### src/rtl/hitbox_pkg.sv
// Shared constants, FSM state encoding and width helper for the hitbox detector.
package hitbox_pkg;

  localparam int unsigned COORD_W_DEF = 12;

  typedef enum logic [1:0] {
    IDLE   = 2'd0,
    ARMED  = 2'd1,
    INVULN = 2'd2
  } hitbox_state_e;

  // ceil(log2(v)) with a floor of 1 so single-value ranges still get a bit
  function automatic int unsigned clog2_min1(input int unsigned v);
    return (v <= 1) ? 1 : $clog2(v);
  endfunction

endpackage

### src/rtl/hitbox_detector_if.sv
// Game-side bus of the hitbox detector: cursor/obstacle inputs and hit outputs.
interface hitbox_detector_if import hitbox_pkg::*; #(
  parameter int unsigned N_OBST  = 4,
  parameter int unsigned COORD_W = COORD_W_DEF,
  parameter int unsigned CNT_W   = 8
);

  localparam int unsigned IDX_W = clog2_min1(N_OBST);

  logic                      enable_in;
  logic                      clear_in;
  logic [COORD_W-1:0]        mouse_x_in;
  logic [COORD_W-1:0]        mouse_y_in;
  logic [N_OBST*COORD_W-1:0] obstacle_x_in;
  logic [N_OBST*COORD_W-1:0] obstacle_y_in;
  logic [N_OBST-1:0]         obstacle_valid_in;
  logic                      damage_out;
  logic                      invuln_out;
  logic [IDX_W-1:0]          hit_idx_out;
  logic [CNT_W-1:0]          hit_count_out;

  modport master (
    output enable_in, clear_in, mouse_x_in, mouse_y_in,
           obstacle_x_in, obstacle_y_in, obstacle_valid_in,
    input  damage_out, invuln_out, hit_idx_out, hit_count_out
  );

  modport slave (
    input  enable_in, clear_in, mouse_x_in, mouse_y_in,
           obstacle_x_in, obstacle_y_in, obstacle_valid_in,
    output damage_out, invuln_out, hit_idx_out, hit_count_out
  );

endinterface

### src/rtl/hitbox_overlap.sv
// One obstacle channel: strict rectangle-overlap test, registered.
module hitbox_overlap #(
  parameter int unsigned COORD_W = 12,
  parameter int unsigned CUR_W   = 16,
  parameter int unsigned CUR_H   = 16,
  parameter int unsigned OBS_W   = 16,
  parameter int unsigned OBS_H   = 16
) (
  input  logic               pclk,
  input  logic               rst,
  input  logic [COORD_W-1:0] mx,
  input  logic [COORD_W-1:0] my,
  input  logic [COORD_W-1:0] ox,
  input  logic [COORD_W-1:0] oy,
  input  logic               valid,
  output logic               ovl_q
);

  localparam logic [COORD_W:0] CW = (COORD_W+1)'(CUR_W);
  localparam logic [COORD_W:0] CH = (COORD_W+1)'(CUR_H);
  localparam logic [COORD_W:0] OW = (COORD_W+1)'(OBS_W);
  localparam logic [COORD_W:0] OH = (COORD_W+1)'(OBS_H);

  // One extra bit keeps right/bottom edges near the screen limit from wrapping
  logic [COORD_W:0] mx_e, my_e, ox_e, oy_e;
  logic             ovl_d;

  assign mx_e = {1'b0, mx};
  assign my_e = {1'b0, my};
  assign ox_e = {1'b0, ox};
  assign oy_e = {1'b0, oy};

  // Strict inequalities: boxes that only share an edge do not collide
  always_comb begin
    ovl_d = valid
         && (mx_e < ox_e + OW) && (ox_e < mx_e + CW)
         && (my_e < oy_e + OH) && (oy_e < my_e + CH);
  end

  // Stage-1 register of the overlap flag
  always_ff @(posedge pclk) begin
    if (rst) ovl_q <= 1'b0;
    else     ovl_q <= ovl_d;
  end

endmodule

### src/rtl/hitbox_detector.sv
// Cursor-vs-obstacle hit detector with invulnerability window and hit counter.
module hitbox_detector import hitbox_pkg::*; #(
  parameter int unsigned N_OBST        = 4,
  parameter int unsigned COORD_W       = COORD_W_DEF,
  parameter int unsigned CUR_W         = 16,
  parameter int unsigned CUR_H         = 16,
  parameter int unsigned OBS_W         = 16,
  parameter int unsigned OBS_H         = 16,
  parameter int unsigned INVULN_CYCLES = 32500000,
  parameter int unsigned CNT_W         = 8
) (
  input  logic              pclk,
  input  logic              rst,
  hitbox_detector_if.slave  bus
);

  localparam int unsigned IDX_W = clog2_min1(N_OBST);
  localparam int unsigned TMR_W = clog2_min1(INVULN_CYCLES + 1);
  // Zero-length window still spends one cycle in INVULN
  localparam logic [TMR_W-1:0] TMR_LAST =
    (INVULN_CYCLES == 0) ? '0 : TMR_W'(INVULN_CYCLES - 1);

  logic [N_OBST-1:0] ovl_q;
  logic [IDX_W-1:0]  first_idx;
  logic              found;

  hitbox_state_e     state_q, state_d;
  logic [TMR_W-1:0]  tmr_q, tmr_d;
  logic              dmg_q, dmg_d;
  logic [IDX_W-1:0]  idx_q, idx_d;
  logic [CNT_W-1:0]  cnt_q, cnt_d;
  logic              hit;

  for (genvar i = 0; i < N_OBST; i++) begin : g_ch
    hitbox_overlap #(
      .COORD_W (COORD_W),
      .CUR_W   (CUR_W),
      .CUR_H   (CUR_H),
      .OBS_W   (OBS_W),
      .OBS_H   (OBS_H)
    ) u_ovl (
      .pclk  (pclk),
      .rst   (rst),
      .mx    (bus.mouse_x_in),
      .my    (bus.mouse_y_in),
      .ox    (bus.obstacle_x_in[i*COORD_W +: COORD_W]),
      .oy    (bus.obstacle_y_in[i*COORD_W +: COORD_W]),
      .valid (bus.obstacle_valid_in[i]),
      .ovl_q (ovl_q[i])
    );
  end

  // Lowest-numbered overlapping channel wins
  always_comb begin
    first_idx = '0;
    found     = 1'b0;
    for (int unsigned i = 0; i < N_OBST; i++) begin
      if (ovl_q[i] && !found) begin
        first_idx = IDX_W'(i);
        found     = 1'b1;
      end
    end
  end

  // Next-state, window timer, hit capture and saturating hit counter
  always_comb begin
    state_d = state_q;
    tmr_d   = tmr_q;
    dmg_d   = 1'b0;
    idx_d   = idx_q;
    cnt_d   = cnt_q;
    hit     = 1'b0;
    case (state_q)
      IDLE: begin
        if (bus.enable_in) state_d = ARMED;
      end
      ARMED: begin
        if (|ovl_q) begin
          hit     = 1'b1;
          dmg_d   = 1'b1;
          idx_d   = first_idx;
          tmr_d   = '0;
          state_d = INVULN;
        end
      end
      INVULN: begin
        if (tmr_q == TMR_LAST) state_d = ARMED;
        else                   tmr_d   = tmr_q + TMR_W'(1);
      end
      default: state_d = IDLE;
    endcase
    // Disable overrides whatever the state logic decided above
    if (!bus.enable_in) begin
      state_d = IDLE;
      tmr_d   = '0;
      dmg_d   = 1'b0;
      idx_d   = idx_q;
      hit     = 1'b0;
    end
    // A clear coinciding with a hit leaves exactly that one hit counted
    if (hit) begin
      if (bus.clear_in)   cnt_d = CNT_W'(1);
      else if (cnt_q != '1) cnt_d = cnt_q + CNT_W'(1);
    end else if (bus.clear_in) begin
      cnt_d = '0;
    end
  end

  // Stage-2 registers
  always_ff @(posedge pclk) begin
    if (rst) begin
      state_q <= IDLE;
      tmr_q   <= '0;
      dmg_q   <= 1'b0;
      idx_q   <= '0;
      cnt_q   <= '0;
    end else begin
      state_q <= state_d;
      tmr_q   <= tmr_d;
      dmg_q   <= dmg_d;
      idx_q   <= idx_d;
      cnt_q   <= cnt_d;
    end
  end

  assign bus.damage_out    = dmg_q;
  assign bus.invuln_out    = (state_q == INVULN);
  assign bus.hit_idx_out   = idx_q;
  assign bus.hit_count_out = cnt_q;

endmodule

### src/flat_wrapper.sv
// flat-port wrapper written by rule: the top's interface ports become plain ports
module hitbox_detector_flat import hitbox_pkg::*;
#(
  parameter int unsigned N_OBST        = 4,
  parameter int unsigned COORD_W       = COORD_W_DEF,
  parameter int unsigned CUR_W         = 16,
  parameter int unsigned CUR_H         = 16,
  parameter int unsigned OBS_W         = 16,
  parameter int unsigned OBS_H         = 16,
  parameter int unsigned INVULN_CYCLES = 32500000,
  parameter int unsigned CNT_W         = 8
)
  (pclk, rst, bus_enable_in, bus_clear_in, bus_mouse_x_in, bus_mouse_y_in, bus_obstacle_x_in, bus_obstacle_y_in, bus_obstacle_valid_in, bus_damage_out, bus_invuln_out, bus_hit_idx_out, bus_hit_count_out);
  hitbox_detector_if #(.N_OBST(N_OBST), .COORD_W(COORD_W), .CNT_W(CNT_W)) bus_i ();
  input  logic pclk;
  input  logic rst;
  input wire logic [$bits(bus_i.enable_in)-1:0] bus_enable_in;
  input wire logic [$bits(bus_i.clear_in)-1:0] bus_clear_in;
  input wire logic [$bits(bus_i.mouse_x_in)-1:0] bus_mouse_x_in;
  input wire logic [$bits(bus_i.mouse_y_in)-1:0] bus_mouse_y_in;
  input wire logic [$bits(bus_i.obstacle_x_in)-1:0] bus_obstacle_x_in;
  input wire logic [$bits(bus_i.obstacle_y_in)-1:0] bus_obstacle_y_in;
  input wire logic [$bits(bus_i.obstacle_valid_in)-1:0] bus_obstacle_valid_in;
  output wire logic [$bits(bus_i.damage_out)-1:0] bus_damage_out;
  output wire logic [$bits(bus_i.invuln_out)-1:0] bus_invuln_out;
  output wire logic [$bits(bus_i.hit_idx_out)-1:0] bus_hit_idx_out;
  output wire logic [$bits(bus_i.hit_count_out)-1:0] bus_hit_count_out;
  assign bus_i.enable_in = bus_enable_in;
  assign bus_i.clear_in = bus_clear_in;
  assign bus_i.mouse_x_in = bus_mouse_x_in;
  assign bus_i.mouse_y_in = bus_mouse_y_in;
  assign bus_i.obstacle_x_in = bus_obstacle_x_in;
  assign bus_i.obstacle_y_in = bus_obstacle_y_in;
  assign bus_i.obstacle_valid_in = bus_obstacle_valid_in;
  assign bus_damage_out = bus_i.damage_out;
  assign bus_invuln_out = bus_i.invuln_out;
  assign bus_hit_idx_out = bus_i.hit_idx_out;
  assign bus_hit_count_out = bus_i.hit_count_out;
  hitbox_detector #(.N_OBST(N_OBST), .COORD_W(COORD_W), .CUR_W(CUR_W), .CUR_H(CUR_H), .OBS_W(OBS_W), .OBS_H(OBS_H), .INVULN_CYCLES(INVULN_CYCLES), .CNT_W(CNT_W)) u_core (.pclk(pclk), .rst(rst), .bus(bus_i));
endmodule
### config.mk
export PLATFORM = sky130hd
export DESIGN_NAME = hitbox_detector_flat
export DESIGN_NICKNAME = d
export VERILOG_FILES = /design/src/rtl/hitbox_pkg.sv /design/src/rtl/hitbox_detector_if.sv /design/src/rtl/hitbox_overlap.sv /design/src/rtl/hitbox_detector.sv /design/src/flat_wrapper.sv
export SDC_FILE = /design/constraint.sdc
export NUM_CORES = 1
export LEC_CHECK = 0
export CAP_MARGIN = 20
export CORE_ASPECT_RATIO = 1.25
export CORE_UTILIZATION = 42
export DETAILED_ROUTE_END_ITERATION = 16
export PLACE_DENSITY = 0.76
export SYNTH_ARGS = -nofsm -noshare
export SYNTH_HDL_FRONTEND = slang
export SYNTH_SLANG_ARGS = --single-unit
export TNS_END_PERCENT = 1
### constraint.sdc
create_clock -name pclk -period 3.36 [get_ports pclk]
set_input_delay 0.672 -clock pclk [delete_from_list [all_inputs] [get_ports pclk]]
set_output_delay 0.672 -clock pclk [all_outputs]
set_load 0.005 [all_outputs]
Yosys cells after proc, flatten, opt, wreduce, memory -nomap -nowiden --
Index checks and enable logic that the tools add are counted.
Word-level totals: flip-flop bits (word level) 42, bits of input ports 128, output and inout bits 12, logic and storage cells 96
Cells by class: $add $sub $neg 12, order comparisons 16, equality and inequality tests 7, multiplexer cells 19, bitwise gates (word level) 1, reductions and logical operators 32
Operators by type and width (number):
- < comparator 12 x 13 -> 1 bit | 16
- adder 12 x 5 -> 13 bit, second input constant | 10
- two-way mux 25 bit | 2
- case mux 25 bit (2 select lines) | 1
- two-way mux 8 bit | 4
- adder 25 x 1 -> 25 bit, second input constant | 1
- equality test 25 bit, second input constant | 1
- logical AND 1 bit | 19
- adder 8 x 1 -> 8 bit, second input constant | 1
- two-way mux 2 bit | 4
- != test 8 bit, second input constant | 1
- two-way mux 1 bit | 7
- case mux 2 bit (3 select lines) | 1
- AND reduction 3 bit | 2
- nonzero test 2 bit | 3
- != test 2 x 1 -> 1 bit, second input constant | 2
- AND reduction 2 bit | 2
- OR reduction 4 bit | 1
- logical NOT 1 bit | 3
- equality test 2 x 1 -> 1 bit, second input constant | 1
- equality test 2 bit, second input constant | 1
- logical NOT 2 bit | 1
- != test 2 bit, second input constant | 1
- OR reduction 2 bit | 1
- NOT 1 bit | 1

Logic depth before layout (Yosys ltp) --
Gate-level depths: netlist of run 1.
depth in word-level cells 10, gate-level depth with buffers 11, mapped depth without buffers 11

Hierarchy --
A second synthesis of run 1 with hierarchy kept.
Second synthesis, totals: cell total of the unflattened synthesis 1020, area, all modules 8015.2 um^2
By module, submodules not included:
- hitbox_detector | times used 1, cells an instance 260, area each 2021.9 um^2, sequential area each 760.7 um^2
- hitbox_overlap at u_core.g_ch[2].u_ovl | times used 1, cells an instance 194, area each 1512.7 um^2, sequential area each 20.0 um^2
- hitbox_overlap at u_core.g_ch[3].u_ovl | times used 1, cells an instance 190, area each 1503.9 um^2, sequential area each 20.0 um^2
- hitbox_overlap at u_core.g_ch[0].u_ovl | times used 1, cells an instance 186, area each 1498.9 um^2, sequential area each 20.0 um^2
- hitbox_overlap at u_core.g_ch[1].u_ovl | times used 1, cells an instance 190, area each 1477.7 um^2, sequential area each 20.0 um^2

Worst setup path after synthesis of run 1 --
No wires, ideal clock.
path kind input to register, from in bus_mouse_y_in[4], to reg u_core.g_ch[3].u_ovl.ovl_q, setup time 0.092 ns, arrival time 2.458 ns, data required time 3.268 ns, setup slack 0.810 ns, cell stages on the path 10, buffers on the path 0, cells stage by stage ha_1 > nand3_1 > xor2_1 > ha_1 > nand2_1 > nor2_1 > a211oi_1 > o21ai_0 > a211o_1 > nor4_1
On the way: cells in the longest elaborated chain, start to end 3, elaborated cells between the ends (all ways) 5, those cells by class 1 x add/sub; 2 x order compare; 2 x reduce/logical
RTL lines:
- from (decl) | line flat_wrapper.sv:20 | input wire logic [$bits(bus_i.mouse_y_in)-1:0] bus_mouse_y_in;
- adder 12 x 5 -> 13 bit / < comparator 12 x 13 -> 1 bit (equally long branches) | line hitbox_overlap.sv:37 | && (my_e < oy_e + OH) && (oy_e < my_e + CH);
- < comparator 12 x 13 -> 1 bit / logical AND 1 bit (equally long branches) | line hitbox_overlap.sv:37
- logical AND 1 bit (*) | line hitbox_overlap.sv:37
- to (signal assigned) | line hitbox_overlap.sv:43 | else ovl_q <= ovl_d;
- to (decl) | line hitbox_overlap.sv:16 | output logic ovl_q
Mark *: on every way between the ends. The rest lies on a longest branch, timed or not. A chain may end at the register's enable or synchronous reset.

Worst setup path after layout of run 1 --
from in bus_mouse_x_in[4], to reg u_core.g_ch[0].u_ovl.ovl_q
On the way: cells in the longest elaborated chain, start to end 5, elaborated cells between the ends (all ways) 7, those cells by class 1 x add/sub; 2 x order compare; 4 x reduce/logical
RTL lines:
- from (decl) | line flat_wrapper.sv:19 | input wire logic [$bits(bus_i.mouse_x_in)-1:0] bus_mouse_x_in;
- adder 12 x 5 -> 13 bit / < comparator 12 x 13 -> 1 bit (equally long branches) | line hitbox_overlap.sv:36 | && (mx_e < ox_e + OW) && (ox_e < mx_e + CW)
- < comparator 12 x 13 -> 1 bit / logical AND 1 bit (equally long branches) | line hitbox_overlap.sv:36
- logical AND 1 bit (*) | line hitbox_overlap.sv:36
- logical AND 1 bit (*) (2 in a row) | line hitbox_overlap.sv:37
- to (signal assigned) | line hitbox_overlap.sv:43
- to (decl) | line hitbox_overlap.sv:16
Marks and branches as above.

==> reports/summary.log, run 1 <==
INFO  run_status     outcome=finished, final reports clean
INFO  cts            cts_post_setup_buffers_inserted=0
INFO  min_path       hp-class=register to register
INFO  routing        wirelength=19900um
INFO  routing        drt-initial-drc-count=361
INFO  floorplanning  effective_utilization_at_floorplan=43.0%
INFO  sta            rsz_0062_raised_after_global_routing=false
INFO  final_layout   layout-area-overhead-vs-synth=29.5%
INFO  routing        vias=7188
INFO  flow_run       drv.max_cap_violation_count=0
INFO  placement      place_hpwl=17100um
INFO  synth          synth_enable_flop_cells=0
INFO  global_route   grt_ovf=0
INFO  critical_path  crit_path_start_kind=primary input
INFO  cts            clock_tree_from_tritoncts=yes
INFO  pwr            pwr_density_cell=229nW/um^2
INFO  floorplanning  die_w=117um
INFO  cts            cts.hold.buffers_added=0
INFO  sta            worst_slew_margin_relative_to_its_limit=52.9%
INFO  sta            slew_worst_pin=704ps
INFO  synth          syn_inst=883
INFO  sta            finalCritPeriodShare=94.0%
INFO  sta            finalWorstSetupSlack=203ps
INFO  critical_path  crit_path_max_fo=6
INFO  routing        ant_nets=0
INFO  final_layout   footprint_of_the_flip_flops_and_latches=841squm
INFO  critical_path  path_cells=clkdlybuf4s50_1 -> ha_1 -> xnor2_1 -> ha_1 -> a21oi_1 -> o22ai_1 -> a2111oi_0 -> buf_4 -> o31ai_1 -> nor4b_1
INFO  final_layout   num-fill-cells=1508
INFO  floorplanning  num_io_pins=140
INFO  cts            number_of_levels_the_h_tree_was_split_into=2
INFO  global_route   antenna_found_initial=1
INFO  pwr            p_leak=0.00395uW
INFO  routing        wl_per_cell=15.7um
INFO  cts            numClockSinks=42
INFO  critical_path  timing.setup.critical_path_class=primary input to register
INFO  synth          ys_seq_elements=42
INFO  final_layout   multi_input_comb_area=5870squm
INFO  synth          ys_async_sr_fraction=0%
INFO  final_layout   design.final.nets=1364
INFO  global_route   pin_count_of_the_biggest_net_entering_global_routing=19
INFO  final_layout   post_route_cells_drive_above_1_share=4.37%
INFO  critical_path  worst_path_most_repeated_cell=ha_1
INFO  critical_path  endpoint_kind=register
INFO  routing        drc_errors=0
INFO  synth          synth.yosys.warnings=0
INFO  floorplanning  dieHeight=146um
INFO  sta            final.min_clock_period=3160ps
INFO  critical_path  slowest_stage_cell_crit_path=clkdlybuf4s50_1
INFO  synth          synth_fp_nets=1196
INFO  cts            cts.root.buffer_cell=clkbuf_16
INFO  floorplanning  design.die.area=17100squm
INFO  synth          syn_area=6970squm
INFO  final_layout   core_utilization_of_the_finished_layout=55.7%
INFO  sta            setup-violations-final=0
INFO  synth          synth_sequential_area_ratio=12.1%
INFO  pwr            ir_drop=0.161mV
INFO  routing        first_pass_iters=4
INFO  sta            final_max_slew_viol_count=0
INFO  critical_path  cp.required=3550ps
INFO  pwr            design_power_total=2060uW
INFO  critical_path  worstPathArrival=3350ps
INFO  sta            hold_viol=0
INFO  critical_path  worst_path_largest_cell_delay=530ps
INFO  placement      port-buffer-count=139
INFO  global_route   global_route.usage.total=23.7%
INFO  cts            clkLatencyLatePin=290ps
INFO  synth          synth.lib_cells_used.distinct=55
INFO  placement      final_wtd_congestion=0.916
INFO  routing        vias_per_cell=5.66
INFO  placement      preCtsSetupSlack=-16.4ps
INFO  sta            skew=8.08ps
INFO  global_route   first_pass_grt_wire_length=32500um
INFO  cts            cts-buffers-inserted=5
INFO  cts            ctsLongestPathBuffers=2
INFO  synth          synth_flop_cell=dfxtp_1
INFO  synth          synthesis.area_per_instance=7.89squm
INFO  cts            clkTransAtPathRegs=70ps
INFO  floorplanning  placementRows=52
INFO  sta            max_clock_freq=0.317GHz
INFO  floorplanning  core_area=16200squm
INFO  cts            post_cts_resize_count=0
INFO  global_route   first_global_vias=6859
==> cell usage after synthesis (5+ instances only) <==
cell / n / area [sq um]
o22ai_1: 6 / 37.5
and4_1: 11 / 96.3
a21oi_1: 82 / 410
dfxtp_1: 42 / 841
nor2b_1: 5 / 31.3
o211ai_1: 7 / 52.6
a211oi_1: 15 / 113
nand4_1: 45 / 282
and3_1: 17 / 106
xnor2_1: 26 / 228
o21a_1: 5 / 37.5
nor2_1: 58 / 218
nor3_1: 16 / 80.1
a21o_1: 27 / 203
o21ai_0: 37 / 185
inv_1: 58 / 218
xor2_1: 49 / 429
nand2_1: 68 / 255
ha_1: 185 / 2310
nand3_1: 48 / 240
nor4_1: 8 / 50.1
clkbuf_1: 5 / 18.8
==> path summary, 6_finish.rpt <==
check	slack, ps	end	cells after the start	start
setup / recovery	200	u_core.g_ch[0].u_ovl.ovl_q$_SDFF_PP0_	10	bus_mouse_x_in[4]
hold / removal	490	u_core.tmr_q[1]$_SDFFE_PP0P_	2	u_core.tmr_q[1]$_SDFFE_PP0P_
setup reg to reg	870	u_core.tmr_q[2]$_SDFFE_PP0P_	6	u_core.state_q[0]$_SDFFE_PP0P_
hold reg to reg	490	u_core.tmr_q[1]$_SDFFE_PP0P_	2	u_core.tmr_q[1]$_SDFFE_PP0P_
==> critical path: cells and delay by family <==
kind            cells  cell delay (ps)
fa+ha+maj           2              610
xor+xnor            1              290
compound gates      4              770
simple gates        1              280
buf+inv             2              730
==> registers in the layout, indices dropped and copies added (netlist names) <==
register,flops
u_core.tmr_q,25
u_core.bus.hit_count_out,8
u_core.g_ch.u_ovl.ovl_q,4
u_core.bus.hit_idx_out,2
u_core.state_q,2
u_core.bus.damage_out,1
==> cells in the final DEF (no fill, tap or decap), types with 6 or more instances in the layout <==
| cell | synthesis | final |
|---|---|---|
| clkdlybuf4s50_1 | 0 | 139 |
| dfxtp_1 | 42 | 42 |
| nor3_1 | 16 | 16 |
| xor2_1 | 49 | 49 |
| a21oi_1 | 82 | 82 |
| inv_1 | 58 | 58 |
| nor4_1 | 8 | 8 |
| xnor2_1 | 26 | 26 |
| o22ai_1 | 6 | 6 |
| nand4_1 | 45 | 45 |
| ha_1 | 185 | 185 |
| a211oi_1 | 15 | 15 |
| nand3_1 | 48 | 48 |
| a21o_1 | 27 | 27 |
| and4_1 | 11 | 11 |
| o211ai_1 | 7 | 7 |
| o21ai_0 | 37 | 37 |
| nand2_1 | 68 | 68 |
| and3_1 | 17 | 17 |
| buf_4 | 0 | 31 |
| nor2_1 | 58 | 58 |
==> metal layers <==
layer | wire length (um) | global-route usage, % | vias to the layer above
met1 | 8650 | 29.9 | 3284
met5 | 0 | 0 | -
li1 | - | - | 3647
met2 | 9610 | 40.3 | 207
met3 | 992 | 2.25 | 50
met4 | 694 | 10.3 | 0
==> stage by stage <==
step	cell area [sq um]	hold slack, ps	std cells	setup TNS (ps)
after floorplan	6970	444	883	0
after global placement	8820	460	1260	0
after detailed placement	8820	478	1260	-16.4
after CTS	9010	487	1268	0
after global routing	9020	521	1269	0
final	9020	491	1269	0
==> layout make-up <==
class | count | area share [%]
well taps | 216 | 3.00
flip-flops and latches | 42 | 9.32
repair buffers | 170 | 18.0
diodes | 1 | 0.0278
multi-input cells | 774 | 65.1
inverters | 58 | 2.41
clock inverters | 3 | 0.763
clock buffers | 5 | 1.39
==> kinds of logic (layout without fill, tap and decap cells) <==
group | count (synthesis) | count (layout) | synth area share (%)
other cells | 0 | 1 | 0
mux | 3 | 3 | 0.431
simple gates | 301 | 301 | 22.3
buf+inv | 67 | 236 | 3.68
xor+xnor | 75 | 75 | 9.43
fa+ha+maj | 185 | 185 | 33.2
flops | 42 | 42 | 12.1
compound gates | 210 | 210 | 18.8
==> where the power goes <==
group	internal, uW	switching, uW	total, uW	leakage [uW]
sequential	502	4.60	506	0.000339
clock	427	210	638	0.0000940
combinational	445	473	917	0.00352
(Power assumes the default switching activity.)
==> run 2, diff against run 1 <==
--- a/config.mk
+++ b/config.mk
@@ -7,6 +7,7 @@
 export LEC_CHECK = 0
 export CAP_MARGIN = 20
 export CORE_ASPECT_RATIO = 1.25
+export CORE_MARGIN = 5
 export CORE_UTILIZATION = 42
 export DETAILED_ROUTE_END_ITERATION = 16
 export PLACE_DENSITY = 0.76
==> reports/summary.log, run 2 (synthesized netlist as in run 1, its figures left out) <==
INFO  pwr            ir_drop=0.171mV [was 0.161 mV]
INFO  pwr            combinationalPowerShare=46.4% [was 44.5%]
INFO  critical_path  timing.setup.critical_path_class=primary input to register [unchanged]
INFO  sta            final_max_slew_viol_count=0 [unchanged]
INFO  routing        first_pass_iters=5 [was 4]
INFO  global_route   antenna_found_initial=1 [unchanged]
INFO  sta            slew_worst_pin=796ps [was 704 ps]
INFO  sta            hold_viol=0 [unchanged]
INFO  pwr            power_frac_seq=25.6% [was 24.6%]
INFO  pwr            power.switching_fraction=34.4% [was 33.4%]
INFO  routing        met2WireLength=10100um [was 9610 um]
INFO  final_layout   most-common-layout-cells=ha_1 (185), clkdlybuf4s50_1 (138), a21oi_1 (82) [was ha_1 (185), clkdlybuf4s50_1 (139), a21oi_1 (82)]
INFO  final_layout   largest_register_ffs=25 [unchanged]
INFO  cts            cts-buffers-inserted=5 [unchanged]
INFO  routing        wl_per_cell=16.3um [was 15.7 um]
INFO  final_layout   design.final.nets=1363 [was 1364]
INFO  floorplanning  design.die.area=19300squm [was 17100 sq um]
INFO  sta            skew=7.08ps [was 8.08 ps]
INFO  critical_path  crit_path_start_kind=primary input [unchanged]
INFO  pwr            power.switching=679uW [was 688 uW]
INFO  cts            cts_post_setup_buffers_inserted=0 [unchanged]
INFO  cts            clock_tree_from_tritoncts=yes [unchanged]
INFO  floorplanning  die_w=125um [was 117 um]
INFO  critical_path  cp.required=3580ps [was 3550 ps]
INFO  routing        routed-wl-met3=826um [was 992 um]
INFO  cts            cts.hold.buffers_added=0 [unchanged]
INFO  sta            fin_hold_ws=472ps [was 491 ps]
INFO  critical_path  timing.critical_path.from=bus_mouse_x_in[7] [was bus_mouse_x_in[4]]
INFO  placement      final_wtd_congestion=0.945 [was 0.916]
INFO  routing        ant_nets=0 [unchanged]
INFO  final_layout   layout-area-overhead-vs-synth=29.1% [was 29.5%]
INFO  critical_path  crit_path_max_fo=6 [unchanged]
INFO  final_layout   post_route_cells_drive_above_1_share=4.28% [was 4.37%]
INFO  sta            finalWorstSetupSlack=207ps [was 203 ps]
INFO  placement      port-buffer-count=139 [unchanged]
INFO  placement      place_hpwl=17700um [was 17100 um]
INFO  floorplanning  placementRows=52 [unchanged]
INFO  global_route   grt_ovf=0 [unchanged]
INFO  min_path       hp-class=register to register [unchanged]
INFO  pwr            internal_power_consumption=1300uW [was 1370 uW]
INFO  pwr            pwr-share-clk=28.0% [was 30.9%]
INFO  routing        drc_errors=0 [unchanged]
INFO  cts            ctsLongestPathBuffers=2 [unchanged]
INFO  run_status     outcome=finished, final reports clean [unchanged]
INFO  critical_path  worstPathArrival=3380ps [was 3350 ps]
INFO  routing        vias_per_cell=5.69 [was 5.66]
INFO  floorplanning  num_io_pins=140 [unchanged]
INFO  routing        drt-initial-drc-count=388 [was 361]
INFO  sta            worst_slew_margin_relative_to_its_limit=45.6% [was 52.9%]
INFO  sta            rsz_0062_raised_after_global_routing=false [unchanged]
INFO  global_route   first_global_vias=7183 [was 6859]
INFO  cts            number_of_levels_the_h_tree_was_split_into=2 [unchanged]
INFO  sta            max_clock_freq=0.317GHz [about the same]
INFO  critical_path  ff2ff_path_depth=6 [unchanged]
INFO  sta            final.min_clock_period=3150ps [was 3160 ps]
INFO  global_route   first_pass_grt_wire_length=33100um [was 32500 um]
INFO  critical_path  endpoint_kind=register [unchanged]
INFO  cts            numClockSinks=42 [unchanged]
INFO  cts            post_cts_resize_count=0 [unchanged]
INFO  global_route   global_route.usage.total=20.3% [was 23.7%]
INFO  pwr            design_power_total=1970uW [was 2060 uW]
INFO  critical_path  capture_point_of_the_critical_path=u_core.g_ch[2].u_ovl.ovl_q$_SDFF_PP0_ [was u_core.g_ch[0].u_ovl.ovl_q$_SDFF_PP0_]
INFO  cts            cts.root.buffer_cell=clkbuf_16 [unchanged]
INFO  routing        wl_met1=8730um [was 8650 um]
INFO  routing        wirelength=20600um [was 19900 um]
INFO  global_route   pin_count_of_the_biggest_net_entering_global_routing=19 [unchanged]
INFO  sta            finalCritPeriodShare=93.8% [was 94.0%]
INFO  final_layout   max_flop_register=u_core.tmr_q [unchanged]
INFO  cts            clkTransAtPathRegs=60ps [was 70 ps]
INFO  routing        vias=7220 [was 7188]
INFO  final_layout   most_common_library_cell_in_the_layout_ignoring_fill_and_taps=ha_1 [unchanged]
INFO  pwr            pwr_density_cell=220nW/um^2 [was 229 nW/um^2]
INFO  final_layout   num-fill-cells=1546 [was 1508]
INFO  routing        top_signal_layer_used=met4 [unchanged]
INFO  floorplanning  core_area=16300squm [was 16200 sq um]
INFO  critical_path  startpoint_of_the_most_critical_register_to_register_path=u_core.state_q[0]$_SDFFE_PP0P_ [unchanged]
INFO  floorplanning  effective_utilization_at_floorplan=42.8% [was 43.0%]
INFO  cts            clkLatencyLatePin=280ps [was 290 ps]
INFO  sta            setup-violations-final=0 [unchanged]
INFO  floorplanning  dieHeight=154um [was 146 um]
INFO  placement      preCtsSetupSlack=-18.7ps [was -16.4 ps]
INFO  critical_path  rr_endpoint=u_core.tmr_q[2]$_SDFFE_PP0P_ [unchanged]
INFO  pwr            p_leak=0.00395uW [about the same]
INFO  flow_run       drv.max_cap_violation_count=0 [unchanged]
INFO  critical_path  rrSetupSlack=850ps [was 870 ps]
==> run 2: changes by cell type in the layout (fill, tap and decap cells not counted), sizes merged <==
| cell | change |
|---|---|
| buf | -1 |
| clkdlybuf4s50 | -1 |
| clkinvlp | +1 |
| clkinv | -1 |
| clkbuf | +1 |
| bufinv | -1 |
| dlymetal6s2s | +1 |
==> run 2: worst min-delay path by stage <==
stage,slack (ps),startpoint,depth (start not counted),to
global placement,460,u_core.tmr_q[1]$_SDFFE_PP0P_,2,u_core.tmr_q[1]$_SDFFE_PP0P_
finish,470,u_core.tmr_q[1]$_SDFFE_PP0P_,2,u_core.tmr_q[1]$_SDFFE_PP0P_
floorplan,440,u_core.tmr_q[1]$_SDFFE_PP0P_,2,u_core.tmr_q[1]$_SDFFE_PP0P_
detailed placement,460,u_core.tmr_q[1]$_SDFFE_PP0P_,2,u_core.tmr_q[1]$_SDFFE_PP0P_
global route,490,u_core.tmr_q[1]$_SDFFE_PP0P_,2,u_core.tmr_q[1]$_SDFFE_PP0P_
CTS,470,u_core.tmr_q[1]$_SDFFE_PP0P_,2,u_core.tmr_q[1]$_SDFFE_PP0P_
==> run 2: critical path, stage by stage <==
cell and delay [ps]:
clkdlybuf4s50_1 630, and4_1 280, nand4_1 120, xor2_1 400
ha_1 330, nor2b_1 140, o21ai_0 160, nand4_1 130
a311oi_1 300, o2111a_1 230
==> run 2: layout make-up <==
type / instances / area [sq um] / share of cell area (%)
Multi-Input combinational cell: 774 / 5880 / 65.3
Timing Repair Buffer: 169 / 1620 / 18.0
Sequential cell: 42 / 841 / 9.35
Tap cell: 216 / 270 / 3.01
Inverter: 58 / 218 / 2.42
Clock buffer: 6 / 129 / 1.43
Clock inverter: 2 / 37.5 / 0.417
Antenna cell: 1 / 2.50 / 0.0278
==> run 2: power by group through the flow <==
stage | Combinational [uW] | Sequential, uW | Clock (uW)
6_report | 916 | 506 | 552
5_1_grt | 1030 | 507 | 573
3_5_place_dp | 906 | 517 | 0
4_1_cts | 912 | 506 | 554
3_3_place_gp | 884 | 517 | 0
2_1_floorplan | 497 | 516 | 0
==> run 2: metrics by stage <==
stage | cells | util, % | setup TNS, ps | cell area (sq um)
floorplan | 883 | - | 0 | 6970
global placement | 1259 | 54.2 | 0 | 8810
detailed placement | 1259 | 54.2 | -18.7 | 8810
CTS | 1267 | 55.2 | 0 | 8980
global route | 1268 | 55.3 | 0 | 8990
finish | 1268 | 55.3 | 0 | 8990
==> run 2: per-layer routing <==
layer / GRT usage (%) / vias up
li1: - / 3641
met1: 23.8 / 3323
met2: 37.2 / 195
met3: 2.08 / 61
met4: 8.88 / 0
met5: 0 / -
